`config.mk`:
```
export PLATFORM = sky130hd
export DESIGN_NAME = mem_stage_lsu
export DESIGN_NICKNAME = d
export VERILOG_FILES = /design/src/rtl/mem_stage_lsu.sv
export SDC_FILE = /design/constraint.sdc
export NUM_CORES = 1
export LEC_CHECK = 0
export BUFFER_PORTS_ARGS = -buffer_cell sky130_fd_sc_hd__buf_2
export CORE_MARGIN = 1
export CORE_UTILIZATION = 45
export DETAILED_ROUTE_END_ITERATION = 8
export GPL_TIMING_DRIVEN = 0
export PLACE_DENSITY = 0.68
export SYNTH_ARGS = -nofsm -noshare
export SYNTH_HDL_FRONTEND = slang
export SYNTH_SLANG_ARGS = --single-unit
export TNS_END_PERCENT = 1
```
`constraint.sdc`:
```
create_clock -name clk -period 3.1 [get_ports clk]
set_input_delay 0 -clock clk [delete_from_list [all_inputs] [get_ports clk]]
set_output_delay 0 -clock clk [all_outputs]
set_load 0.01 [all_outputs]
```
`src/rtl/mem_stage_lsu.sv`:
```
// Load/store unit for the memory pipeline stage: a single outstanding request, optional
// splitting of word-crossing accesses into two bus beats, and load alignment/extension.
module mem_stage_lsu #(
   parameter int XLEN             = 32,
   parameter int SPLIT_MISALIGNED = 1
) (
   input  logic                clk,
   input  logic                rst_n,
   input  logic                req_valid,
   output logic                req_ready,
   input  logic [6:0]          req_opcode,
   input  logic [2:0]          req_funct3,
   input  logic [XLEN-1:0]     req_addr,
   input  logic [XLEN-1:0]     req_wdata,
   output logic                mem_valid,
   input  logic                mem_ready,
   output logic [XLEN-1:0]     mem_addr,
   output logic [XLEN/8-1:0]   mem_we,
   output logic [XLEN-1:0]     mem_wdata,
   input  logic                mem_rvalid,
   input  logic [XLEN-1:0]     mem_rdata,
   output logic                rsp_valid,
   output logic [XLEN-1:0]     rsp_data,
   output logic                rsp_fault
);

   localparam int unsigned NB = XLEN / 8;
   localparam int unsigned OW = $clog2(NB);
   localparam logic [6:0] OP_LOAD  = 7'b0000011;
   localparam logic [6:0] OP_STORE = 7'b0100011;

   typedef enum logic [2:0] {IDLE, ISSUE0, WAIT0, ISSUE1, WAIT1, RESP} state_t;
   state_t state, state_next;

   // Request decode, evaluated on the live request inputs.
   logic                 is_load_in, is_store_in, bad_in, misalign_in, cross_in;
   int unsigned          size_in, off_in;
   logic [2*NB-1:0]      mask_in;
   logic [2*XLEN-1:0]    data_in;
   logic [XLEN-1:0]      base_in;

   // Latched request.
   logic                 is_load_q, cross_q;
   logic [2:0]           f3_q;
   logic [OW-1:0]        off_q;
   logic [XLEN-1:0]      base_q, lo_q;
   logic [2*NB-1:0]      mask_q;
   logic [2*XLEN-1:0]    data_q;
   logic [XLEN-1:0]      rsp_data_q;
   logic                 rsp_fault_q;

   // Load alignment.
   logic [2*XLEN-1:0]    rd_pair;
   logic [XLEN-1:0]      rd_shift, rd_mask, load_result;
   int unsigned          bits;

   logic                 accept, capture_lo, rsp_set, rsp_fault_next;
   logic [XLEN-1:0]      rsp_data_next;

   always_comb begin
      is_load_in  = (req_opcode == OP_LOAD);
      is_store_in = (req_opcode == OP_STORE);
      size_in     = 32'd1 << req_funct3[1:0];
      off_in      = 32'(req_addr[OW-1:0]);
      bad_in      = (is_load_in && req_funct3 == 3'b111)
                 || (is_store_in && req_funct3[2])
                 || ((XLEN == 32) && (req_funct3 == 3'b011 || req_funct3 == 3'b110));
      misalign_in = (32'(req_addr[3:0]) & (size_in - 32'd1)) != 32'd0;
      cross_in    = (off_in + size_in) > NB;
      mask_in     = is_load_in ? '0 : (2*NB)'(((64'd1 << size_in) - 64'd1) << off_in);
      data_in     = is_load_in ? '0 : ((2*XLEN)'(req_wdata) << (8 * off_in));
      base_in     = req_addr & ~(XLEN'(NB - 1));
   end

   // The high word is only meaningful once the first beat's data sits in lo_q.
   always_comb begin
      rd_pair     = (state == WAIT1) ? {mem_rdata, lo_q} : {{XLEN{1'b0}}, mem_rdata};
      rd_shift    = XLEN'(rd_pair >> (8 * 32'(off_q)));
      bits        = 32'd8 << f3_q[1:0];
      rd_mask     = (bits >= XLEN) ? '1 : ((XLEN'(1) << bits) - XLEN'(1));
      load_result = rd_shift & rd_mask;
      if (!f3_q[2] && (|(rd_shift & (rd_mask ^ (rd_mask >> 1)))))
         load_result = load_result | ~rd_mask;
   end

   always_ff @(posedge clk or negedge rst_n) begin
      if (!rst_n) state <= IDLE;
      else        state <= state_next;
   end

   always_comb begin
      state_next     = state;
      accept         = 1'b0;
      capture_lo     = 1'b0;
      rsp_set        = 1'b0;
      rsp_fault_next = 1'b0;
      rsp_data_next  = '0;
      req_ready      = (state == IDLE);
      mem_valid      = 1'b0;
      mem_addr       = '0;
      mem_we         = '0;
      mem_wdata      = '0;
      rsp_valid      = (state == RESP);

      unique case (state)
         IDLE: begin
            if (req_valid) begin
               accept = 1'b1;
               if (!is_load_in && !is_store_in) begin
                  state_next = RESP;
                  rsp_set    = 1'b1;
               end else if (bad_in || (misalign_in && SPLIT_MISALIGNED == 0)) begin
                  state_next     = RESP;
                  rsp_set        = 1'b1;
                  rsp_fault_next = 1'b1;
               end else begin
                  state_next = ISSUE0;
               end
            end
         end
         ISSUE0: begin
            mem_valid = 1'b1;
            mem_addr  = base_q;
            mem_we    = mask_q[NB-1:0];
            mem_wdata = data_q[XLEN-1:0];
            if (mem_ready) begin
               if (is_load_q)    state_next = WAIT0;
               else if (cross_q) state_next = ISSUE1;
               else begin
                  state_next = RESP;
                  rsp_set    = 1'b1;
               end
            end
         end
         WAIT0: begin
            if (mem_rvalid) begin
               if (cross_q) begin
                  state_next = ISSUE1;
                  capture_lo = 1'b1;
               end else begin
                  state_next    = RESP;
                  rsp_set       = 1'b1;
                  rsp_data_next = load_result;
               end
            end
         end
         ISSUE1: begin
            mem_valid = 1'b1;
            mem_addr  = base_q + XLEN'(NB);
            mem_we    = mask_q[2*NB-1:NB];
            mem_wdata = data_q[2*XLEN-1:XLEN];
            if (mem_ready) begin
               if (is_load_q) state_next = WAIT1;
               else begin
                  state_next = RESP;
                  rsp_set    = 1'b1;
               end
            end
         end
         WAIT1: begin
            if (mem_rvalid) begin
               state_next    = RESP;
               rsp_set       = 1'b1;
               rsp_data_next = load_result;
            end
         end
         RESP:    state_next = IDLE;
         default: state_next = IDLE;
      endcase
   end

   always_ff @(posedge clk or negedge rst_n) begin
      if (!rst_n) begin
         is_load_q   <= 1'b0;
         cross_q     <= 1'b0;
         f3_q        <= '0;
         off_q       <= '0;
         base_q      <= '0;
         mask_q      <= '0;
         data_q      <= '0;
         lo_q        <= '0;
         rsp_data_q  <= '0;
         rsp_fault_q <= 1'b0;
      end else begin
         if (accept) begin
            is_load_q <= is_load_in;
            cross_q   <= cross_in;
            f3_q      <= req_funct3;
            off_q     <= req_addr[OW-1:0];
            base_q    <= base_in;
            mask_q    <= mask_in;
            data_q    <= data_in;
         end
         if (capture_lo) lo_q <= mem_rdata;
         if (rsp_set) begin
            rsp_data_q  <= rsp_data_next;
            rsp_fault_q <= rsp_fault_next;
         end
      end
   end

   assign rsp_data  = rsp_data_q;
   assign rsp_fault = rsp_fault_q;

endmodule

```
==> out/summary.txt, run 1 <==
Worst-Margin Slew - 0.967 ns
CP Cell Sequence - nor4b_2 > o31ai_1 > nand2b_1 > buf_2 > nor2_1 > a22o_1
Core ar. - 21300 um^2
Worst-path clk slew - 0.07 ns
Final Hold Violating Endpoints - 0
Maxcap violations - 0
Grt total ovfl - 0
#FFs+latches synth - 169
Seq/Total Area, Yosys - 42.7%
Peak VDD IR - 0.000395 V
Primary FF master, synth - dfrtp_1
Fmax - 0.336 GHz
Vias in the first global route - 9272
Synth area leaders - dfrtp_1 (43%), mux2i_1 (8.7%), nand2_1 (6.9%)
DRC viols - 0
Total track usage - 29.5%
Area leader, netlist - dfrtp_1
Initial antenna violation count - 1
WS Path Type - register to register
First-pass GRT wire length - 50600 um
Post-Syn Area per Cell - 9.76 um^2
Mapped Area - 9910 um^2
Final setup violation count - 0
Final wirelength - 32700 um
Startpoint Class - register
Die area - 22600 um^2
Worst slew margin relative to its limit - 35.0%
Final cell utilization of the core - 61.4%
Status - finished clean
Crit Path Max Fanout - 10
Post-route setup slack - 0.124 ns
Layout cell share with drive strength beyond 1 - 25.1%
CP arrival - 3.34 ns
Worst path slowest cell - nor4b_2
Largest net degree at the start of global routing - 90
Ports - 215
Slowest Stage Delay on Critical Path - 0.73 ns
Unrepaired setup endpoints after global routing - true
Total CTS buffers - 17
Clock Path Buffers - 2
Synth Instances - 1015
Final Skew - 0.0166 ns
Asr flop ratio synth - 100%
Drt first-iter violations - 709
Buf/Inv on CP - 1
Htree depth - 4
Tcrit/Tclk final - 96.0%
CTS tree - done
CP delay by family, top - simple AND/OR/NAND/NOR gates
Antenna Nets Post-Route - 0
Clock sink total - 169
Post-synth EDFFs - 0
Post-detail-place hpwl - 22800 um
Final nets - 1474
Via-to-Cell Ratio - 5.82
Yosys warns - 0
Placer Congestion - 0.933
Setup WS pre-CTS - 0.00420 ns
LEAKAGE - 6.14 nW
Synth cell types - 63
DR vias - 9560
Fin crit period - 2.98 ns
Chip width - 150 um
Slew Limit Fails - 0
Critical Path RT - 3.47 ns
Buffers on Ports - 211
Area delta synth->final - 31.9%
Starting Density - 46.5%
Cell Pwr Density - 900 nW/um^2
Row cnt - 53
Die height - 150 um
Crit. End Element - register
Iteration count of the initial detailed-routing pass - 5
Avg WL per Cell - 19.9 um
Worst skew pair latency - 0.44 ns
Filler cell count - 1780
CTS Root Cell - clkbuf_16
Post-synth top area share - 42.7%
HP Class - primary input to register
-- metal layers --
metal  wire (um)  up-vias  track usage, %
met2       15500      464            48.3
li1            -     4334               -
met5           0        -               0
met1       13700     4692            39.1
met3        2570       70            4.97
met4         979        0            11.3
-- flip-flops by register name, summed over array words and instances (netlist names) --
signal / count
lo_q: 32
mask_q: 8
base_q: 30
rsp_fault: 1
is_load_q: 1
rsp_data: 32
state: 3
off_q: 2
data_q: 56
f3_q: 3
cross_q: 1
-- path summary, 6_finish.rpt --
path                       depth (start not counted)                       end  slack [ns]                startpoint
setup reg to reg                                   6     data_q[0]$_DFFE_PN0P_        0.12      state[1]$_DFFE_PN0P_
min in group asynchronous                          2  rsp_data[27]$_DFFE_PN0P_        0.15                     rst_n
setup / recovery                                   6     data_q[0]$_DFFE_PN0P_        0.12      state[1]$_DFFE_PN0P_
hold reg to reg                                    2  rsp_data[20]$_DFFE_PN0P_        0.48  rsp_data[20]$_DFFE_PN0P_
hold / removal                                     4     rsp_fault$_DFFE_PN0P_        0.03             req_opcode[5]
max in group asynchronous                          3    data_q[41]$_DFFE_PN0P_        2.06                     rst_n
-- placed cells by master, fill, tap and decap left out, types with 18 or more instances in the layout --
cell	instances
clkbuf_1	52
a22o_1	18
o21ai_0	54
dlygate4sd3_1	107
mux4_2	25
dfrtp_1	169
mux2i_1	86
buf_2	218
mux2_2	44
nor2_1	90
nand2b_1	19
nand2_1	183
-- cell families after synthesis --
logic type | after synthesis | synth area share [%]
xor+xnor | 24 | 2.12
buf+inv | 90 | 3.62
compound gates | 185 | 13.3
mux | 155 | 19.4
simple gates | 383 | 17.8
flops | 169 | 42.7
other cells | 1 | 0.0378
fa+ha+maj | 8 | 1.09
-- synth_stat cells, types with 4 or more instances --
cell       number
nand2_1       183
dfrtp_1       169
nor2_1         92
mux2i_1        86
clkbuf_1       56
o21ai_0        54
mux2_2         44
mux4_2         25
nand2b_1       19
a22o_1         18
a21oi_1        17
o31ai_1        17
xor2_1         17
a221o_1        16
nand3_1        15
buf_1          11
and2_1         10
and3_1         10
inv_1          10
nor3_1         10
o32ai_1        10
nand4_1         9
o221ai_1        9
buf_2           8
ha_1            7
o41ai_1         7
xnor2_1         7
or4_1           6
and3b_1         5
a22oi_1         4
a2bb2oi_1       4
o211ai_1        4
or3_1           4
-- stage by stage --
| stage | instance area, um^2 | hold slack (ns) | TNS, ns | power (mW) | cells |
|---|---|---|---|---|---|
| after global placement | 11300 | 0.193 | -116.04 | 9.16 | 1502 |
| after global routing | 13100 | 0.0530 | -0.0764 | 12.5 | 1644 |
| after detailed placement | 11300 | 0.0405 | 0 | 9.27 | 1503 |
| final | 13100 | 0.0332 | 0 | 11.8 | 1644 |
| after CTS | 13000 | 0.0206 | 0 | 11.7 | 1642 |
| after floorplan | 9910 | -0.296 | 0 | 7.37 | 1016 |
-- worst register-to-register path, delay by kind of cell, from the launching register on --
kind / cells / cell delay, ns
AO/OA/AOI/OAI: 2 / 0.66
buffers and inverters: 1 / 0.19
flip-flops: 1 / 0.44
AND/OR/NAND/NOR: 3 / 1.63
-- area by class of cell --
class                      count  area, um^2  area share [%]
timing repair buffer         320        2170            16.6
tap                          275         344            2.63
clock inverter                15         191            1.46
inverter                      12        45.0           0.345
sequential                   169        4230            32.3
clock buffer                  17         425            3.25
multi-input combinational    757        5340            40.9
buffer                        78         320            2.45
antenna                        1        2.50          0.0191
-- timing repair --
action,4_1_cts,5_1_grt
hold endpoints to repair,207,0
buffers inserted,0,1
pin swaps,0,1
setup endpoints to repair,7,51
resized for setup,2,11
hold buffers,107,0
-- power by group --
part | switching (mW) | internal, mW
Clock | 1.04 | 1.24
Sequential | 0.688 | 3.10
Combinational | 3.34 | 2.37
Total | 5.07 | 6.70
(Power assumes the default switching activity.)
==> run 2: changes to the inputs <==
--- a/config.mk
+++ b/config.mk
@@ -5,7 +5,7 @@
 export SDC_FILE = /design/constraint.sdc
 export NUM_CORES = 1
 export LEC_CHECK = 0
-export BUFFER_PORTS_ARGS = -buffer_cell sky130_fd_sc_hd__buf_2
+export BUFFER_PORTS_ARGS = -buffer_cell sky130_fd_sc_hd__clkbuf_2
 export CORE_MARGIN = 1
 export CORE_UTILIZATION = 45
 export DETAILED_ROUTE_END_ITERATION = 8
==> run 2 against run 1 <==
Net effect:
- flip-flop and latch count is the same
- clock skew shrank 0.0039 ns
- critical path type unchanged
- utilization shrank 0.053 points
- global-route usage shrank 0.21 points
- hold slack gained 0.035 ns
- clock power shrank 2%
- routed wire length shrank 0.78%
- largest cell class unchanged
- final area is essentially flat
==> out/summary.txt, run 2 (synthesis gave the netlist of run 1 again) <==
Status - finished clean
DRC viols - 0 (unchanged)
Drt first-iter violations - 678 (-4.4%)
Endpoint, Worst Hold - rsp_fault$_DFFE_PN0P_
Hold path cells - 4 (unchanged)
Htree depth - 4 (unchanged)
Setup TNS - 0 ns (unchanged)
Internal Power - 6.71 mW (+0.13%)
Worst r2r dst - data_q[21]$_DFFE_PN0P_
Worst-Margin Slew - 1.02 ns (+0.0573 ns)
Hold Startpoint - req_opcode[0]
Final wirelength - 32400 um (-0.78%)
Filler cell count - 1826 (+2.6%)
Crit Path Max Fanout - 9 (-1)
Post-detail-place hpwl - 22900 um (about the same)
Top reg by flops - data_q
Total track usage - 29.3% (-0.21 points)
Largest register FFs - 56 (unchanged)
Largest net degree at the start of global routing - 96 (+6.7%)
Die height - 150 um (unchanged)
Iteration count of the initial detailed-routing pass - 5 (unchanged)
Fin crit period - 3.10 ns (+0.121 ns)
WS Path Type - register to register
WHS - 0.0680 ns (+0.0347 ns)
Total CTS buffers - 17 (unchanged)
Core ar. - 21300 um^2 (unchanged)
Most frequent cells in the layout - clkbuf_2 (214), nand2_1 (183), dfrtp_1 (169)
First-pass GRT wire length - 50400 um (-0.50%)
Clk pwr share - 19.1% (-0.2 points)
Grt total ovfl - 0 (unchanged)
Reg2Reg Depth - 6 (unchanged)
Final setup violation count - 0 (unchanged)
Slew Limit Fails - 0 (unchanged)
Crit. End Element - register
DR vias - 9465 (-0.99%)
LEAKAGE - 6.09 nW (-0.86%)
Buffers on Ports - 211 (unchanged)
Tcrit/Tclk final - 99.9% (+3.9 points)
Worst-path clk slew - 0.07 ns (about the same)
Placer Congestion - 0.926 (-0.73%)
Reg2Reg Setup Slack - 0.003 ns (-0.12 ns)
Clock sink total - 169 (unchanged)
Antenna Cells - 0 (-1)
Worst skew pair latency - 0.44 ns (about the same)
Avg WL per Cell - 19.7 um (-0.78%)
Initial antenna violation count - 0 (-1)
Worst slew margin relative to its limit - 31.1% (-3.9 points)
Maxcap violations - 0 (unchanged)
Unrepaired setup endpoints after global routing - true
Final Hold Violating Endpoints - 0 (unchanged)
Starting Density - 46.5% (unchanged)
Chip width - 150 um (unchanged)
Row cnt - 53 (unchanged)
Commonest non-fill, non-tap cell in the layout - clkbuf_2
NetSw - 5.00 mW (-1.3%)
Critical Path RT - 3.46 ns (about the same)
Antenna Nets Post-Route - 0 (unchanged)
Sequential share of power - 32.3% (about the same)
Worst R2R Start - state[1]$_DFFE_PN0P_
Cell Pwr Density - 897 nW/um^2 (-0.40%)
Peak VDD IR - 0.000511 V (+29%)
Ports - 215 (unchanged)
Final Skew - 0.0126 ns (-0.00393 ns)
HP Class - primary input to register
Startpoint Class - register
Pwr Total - 11.7 mW (-0.49%)
Vias in the first global route - 9214 (-0.63%)
Final nets - 1475 (+0.068%)
Via-to-Cell Ratio - 5.76 (-0.99%)
Comb power frac - 48.6% (about the same)
CTS Root Cell - clkbuf_16
CP arrival - 3.46 ns (+0.12 ns)
Fmax - 0.323 GHz (-3.9%)
Die area - 22600 um^2 (unchanged)
Area delta synth->final - 31.8% (about the same)
CTS tree - done
Layout cell share with drive strength beyond 1 - 24.8% (-0.31 points)
Switching share of power - 42.7% (-0.35 points)
Clock Path Buffers - 2 (unchanged)
[run 2: cell count changes in the layout (fill, tap and decap cells not counted), sizes merged]
cell | previous run | this run
inv | 22 | 17
clkbuf | 74 | 287
diode | 1 | 0
dlygate4sd3 | 107 | 108
buf | 234 | 23
clkinv | 3 | 6
[run 2: final cells by class]
type	instances	area (um^2)	share of cell area [%]
flip-flops and latches	169	4230	32.4
multi-input cells	757	5330	40.8
plain buffers	78	319	2.44
clock inverters	13	158	1.21
inverters	12	45.0	0.345
repair buffers	321	2180	16.7
clock buffers	19	453	3.47
well taps	275	344	2.63
[run 2: how the worst max path moves through the flow]
stage | from | to | slack (ns) | cells after the start
after floorplan | f3_q[1]$_DFFE_PN0P_ | rsp_data[10]$_DFFE_PN0P_ | 0.68 | 9
after global placement | rst_n | data_q[27]$_DFFE_PN0P_ | -1.16 | 1
after detailed placement | f3_q[1]$_DFFE_PN0P_ | rsp_data[16]$_DFFE_PN0P_ | 0.02 | 9
after CTS | state[1]$_DFFE_PN0P_ | data_q[21]$_DFFE_PN0P_ | 0.02 | 6
after global routing | state[1]$_DFFE_PN0P_ | data_q[21]$_DFFE_PN0P_ | -0.1 | 6
final | state[1]$_DFFE_PN0P_ | data_q[21]$_DFFE_PN0P_ | 0.003 | 6
[run 2: timing repair]
| item | CTS | global route |
|---|---|---|
| hold buffers | 108 | 0 |
| endpoints found under the hold margin | 201 | 0 |
| pin swaps | 1 | 0 |
| gates cloned | 0 | 0 |
| buffers inserted | 1 | 0 |
| setup endpoints to repair | 5 | 57 |
| resized for setup | 1 | 8 |
[run 2: per-layer routing]
metal / global-route usage, % / routed length, um / vias to the layer above
met4: 11.0 / 915 / 0
met5: 0 / 0 / -
met2: 47.3 / 15200 / 442
li1: - / - / 4338
met1: 38.7 / 13600 / 4621
met3: 6.00 / 2670 / 64
[run 2: worst max-delay path: stages (launching register included)]
cell     delay (ns)
dfrtp_1        0.44
nor4b_2        0.72
o31ai_1        0.43
or2_2          0.38
buf_2          0.19
nor2_1         0.59
a221o_1        0.28
[run 2: through the flow]
step	worst slack [ns]	utilization, %	std cells	cell area [um^2]
after global placement	-1.16	53.1	1502	11300
after global routing	-0.0981	61.4	1644	13100
after floorplan	0.682	-	1016	9910
final	0.00285	61.4	1644	13100
after CTS	0.0181	61.3	1644	13000
after detailed placement	0.0178	53.3	1503	11300
[run 2: power groups by stage]
stage | sequential [mW] | combinational (mW) | clock [mW]
final | 3.79 | 5.69 | 2.23
after global routing | 3.90 | 6.18 | 2.34
after CTS | 3.77 | 5.63 | 2.26
after detailed placement | 3.79 | 5.48 | 0
after global placement | 3.77 | 5.41 | 0
after floorplan | 3.66 | 3.71 | 0
==> run 3: changes to the inputs <==
--- a/config.mk
+++ b/config.mk
@@ -7,10 +7,9 @@
 export LEC_CHECK = 0
 export BUFFER_PORTS_ARGS = -buffer_cell sky130_fd_sc_hd__clkbuf_2
 export CORE_MARGIN = 1
-export CORE_UTILIZATION = 45
+export CORE_UTILIZATION = 30
 export DETAILED_ROUTE_END_ITERATION = 8
 export GPL_TIMING_DRIVEN = 0
-export PLACE_DENSITY = 0.68
 export SYNTH_ARGS = -nofsm -noshare
 export SYNTH_HDL_FRONTEND = slang
 export SYNTH_SLANG_ARGS = --single-unit
==> run 3 against run 2 <==
Net effect:
- cell count up 10%
- setup slack better by 0.10 ns
- non-clock buffer count up 1
- via count up 0.13%
- sequential share of layout area down 0.59 points
- critical path depth up 1
- first-iteration DRC count down 2.1%
- critical endpoint is now mem_addr[27]
- final area up 1.9%
- sequential power about the same
==> out/summary.txt, run 3 (synthesis gave the netlist of run 1 again) <==
Register Area - 4230 um^2 (unchanged)
Initial antenna violation count - 1 (+1)
Top reg by flops - data_q
CP arrival - 2.99 ns (-0.47 ns)
Maxcap violations - 0 (unchanged)
Htree depth - 4 (unchanged)
Worst slew margin relative to its limit - 33.7% (+2.5 points)
Vias in the first global route - 9390 (+1.9%)
Startpoint Class - register
Worst r2r dst - rsp_data[12]$_DFFE_PN0P_
Worst-path clk slew - 0.07 ns (about the same)
Grt total ovfl - 0 (unchanged)
Final wirelength - 35300 um (+8.8%)
WS Path Type - register to output pin
Placed Area - 11600 um^2 (+1.8%)
Crit. End Element - output pin
Area delta synth->final - 34.3%
Starting Density - 30.5% (-16 points)
Hold Startpoint - req_funct3[1]
Final Skew - 0.00977 ns (-0.00287 ns)
Multi-input logic area - 5360 um^2 (+0.52%)
Clock sink total - 169 (unchanged)
Placer Congestion - 0.911 (-1.7%)
NetSw - 5.14 mW (+2.7%)
Comb power frac - 48.9% (+0.3 points)
CTS Root Cell - clkbuf_16
Internal Power - 6.68 mW (-0.49%)
Post-detail-place hpwl - 25000 um (+9.4%)
Iteration count of the initial detailed-routing pass - 4 (-1)
Cell Pwr Density - 888 nW/um^2 (-0.95%)
Chip width - 184 um (+22%)
Die height - 184 um (+22%)
Total track usage - 21.3% (-8.0 points)
Worst skew pair latency - 0.45 ns (about the same)
Die area - 33800 um^2 (+49%)
Avg WL per Cell - 19.5 um (-1.3%)
Endpoint, Worst Hold - f3_q[1]$_DFFE_PN0P_
Largest register FFs - 56 (unchanged)
Slew Limit Fails - 0 (unchanged)
Pwr Total - 11.8 mW (+0.89%)
Clock Path Buffers - 2 (unchanged)
Worst-Margin Slew - 0.987 ns (-0.0376 ns)
Core ar. - 32500 um^2 (+53%)
Status - finished clean
LEAKAGE - 6.10 nW (+0.16%)
Antenna Nets Post-Route - 0 (unchanged)
Final setup violation count - 0 (unchanged)
Most frequent cells in the layout - clkbuf_2 (214), nand2_1 (183), dfrtp_1 (169)
CTS tree - done
Sequential share of power - 32.0% (-0.3 points)
Final nets - 1476 (+0.068%)
Buffers on Ports - 211 (unchanged)
Commonest non-fill, non-tap cell in the layout - clkbuf_2
Fmax - 0.334 GHz (+3.5%)
Reg2Reg Setup Slack - 0.13 ns (+0.13 ns)
Largest net degree at the start of global routing - 94 (-2.1%)
Total CTS buffers - 17 (unchanged)
Hold path cells - 3 (-1)
Crit Path Max Fanout - 10 (+1)
Drt first-iter violations - 664 (-2.1%)
Fin crit period - 2.99 ns (-0.104 ns)
Post-route setup slack - 0.107 ns (+0.104 ns)
Reg2Reg Depth - 9 (+3)
First-pass GRT wire length - 54400 um (+7.9%)
Ports - 215 (unchanged)
Worst R2R Start - f3_q[0]$_DFFE_PN0P_
Finished Cell Area - 13300 um^2 (+1.9%)
Tcrit/Tclk final - 96.5% (-3.4 points)
Clk pwr share - 19.1% (about the same)
DR vias - 9477 (+0.13%)
Via-to-Cell Ratio - 5.23 (-9.2%)
Setup WS pre-CTS - -0.213 ns (-0.231 ns)
Layout cell share with drive strength beyond 1 - 25.2% (+0.35 points)
Row cnt - 66 (+25%)
Unrepaired setup endpoints after global routing - true
Critical Path RT - 3.10 ns (-0.36 ns)
Switching share of power - 43.5% (+0.78 points)
HP Class - primary input to register
DRC viols - 0 (unchanged)
Final Hold Violating Endpoints - 0 (unchanged)
Peak VDD IR - 0.000500 V (-2.2%)
Filler cell count - 3295 (+80%)
==> run 3: stage by stage <==
stage / hold WS [ns] / cells / setup TNS [ns] / utilization, %
floorplan: -0.296 / 1016 / 0 / -
global placement: 0.193 / 1669 / -213.46 / 35.4
detailed placement: 0.0827 / 1670 / -4.30 / 35.5
CTS: 0.00524 / 1812 / 0 / 40.8
global route: 0.0387 / 1813 / -0.303 / 40.9
finish: 0.0186 / 1813 / 0 / 40.9
==> run 3: timing repair <==
| action | 4_1_cts | 5_1_grt |
|---|---|---|
| hold endpoints to repair | 202 | 0 |
| endpoints found under the setup margin | 80 | 97 |
| resized for setup | 7 | 8 |
| pin swaps | 0 | 1 |
| setup buffers | 0 | 0 |
| hold buffers | 110 | 0 |
==> run 3: how the worst max path moves through the flow <==
stage / from / cells after the start / to
after floorplan: f3_q[1]$_DFFE_PN0P_ / 9 / rsp_data[10]$_DFFE_PN0P_
after global placement: rst_n / 1 / data_q[29]$_DFFE_PN0P_
after detailed placement: state[1]$_DFFE_PN0P_ / 6 / data_q[18]$_DFFE_PN0P_
after CTS: state[1]$_DFFE_PN0P_ / 7 / rsp_data[12]$_DFFE_PN0P_
after global routing: base_q[4]$_DFFE_PN0P_ / 7 / mem_addr[28]
final: base_q[4]$_DFFE_PN0P_ / 7 / mem_addr[27]
==> run 3: worst max-delay path: stages (launching register included) <==
cell and delay (ns):
dfrtp_1 0.32, clkbuf_1 0.22, nand4_1 0.43, nor3_1 0.58, nand4_1 0.30, or4_1 0.46, nand2_1 0.10, clkbuf_2 0.13
==> run 3: power by group through the flow <==
stage / logic (mW) / registers [mW] / clock network, mW
floorplan: 3.71 / 3.66 / 0
global placement: 5.55 / 3.76 / 0
detailed placement: 5.63 / 3.79 / 0
CTS: 5.76 / 3.76 / 2.31
global route: 6.28 / 3.90 / 2.39
finish: 5.78 / 3.78 / 2.26
==> run 3: metal layers <==
metal	up-vias	global-route usage (%)	part of all wire, %	routed length, um
li1	4343	-	-	-
met1	4736	28.6	45	15700
met2	355	35.0	48	16800
met3	43	3.17	5.8	2030
met4	0	7.23	2.0	718
met5	-	0	0	0
==> run 3: layout make-up <==
class	instances	area share, %
clock buffers	18	3.30
multi-input cells	757	40.3
inverters	12	0.348
well taps	442	4.16
diodes	1	0.0188
plain buffers	78	2.41
flip-flops and latches	169	31.8
repair buffers	322	16.5
clock inverters	14	1.20
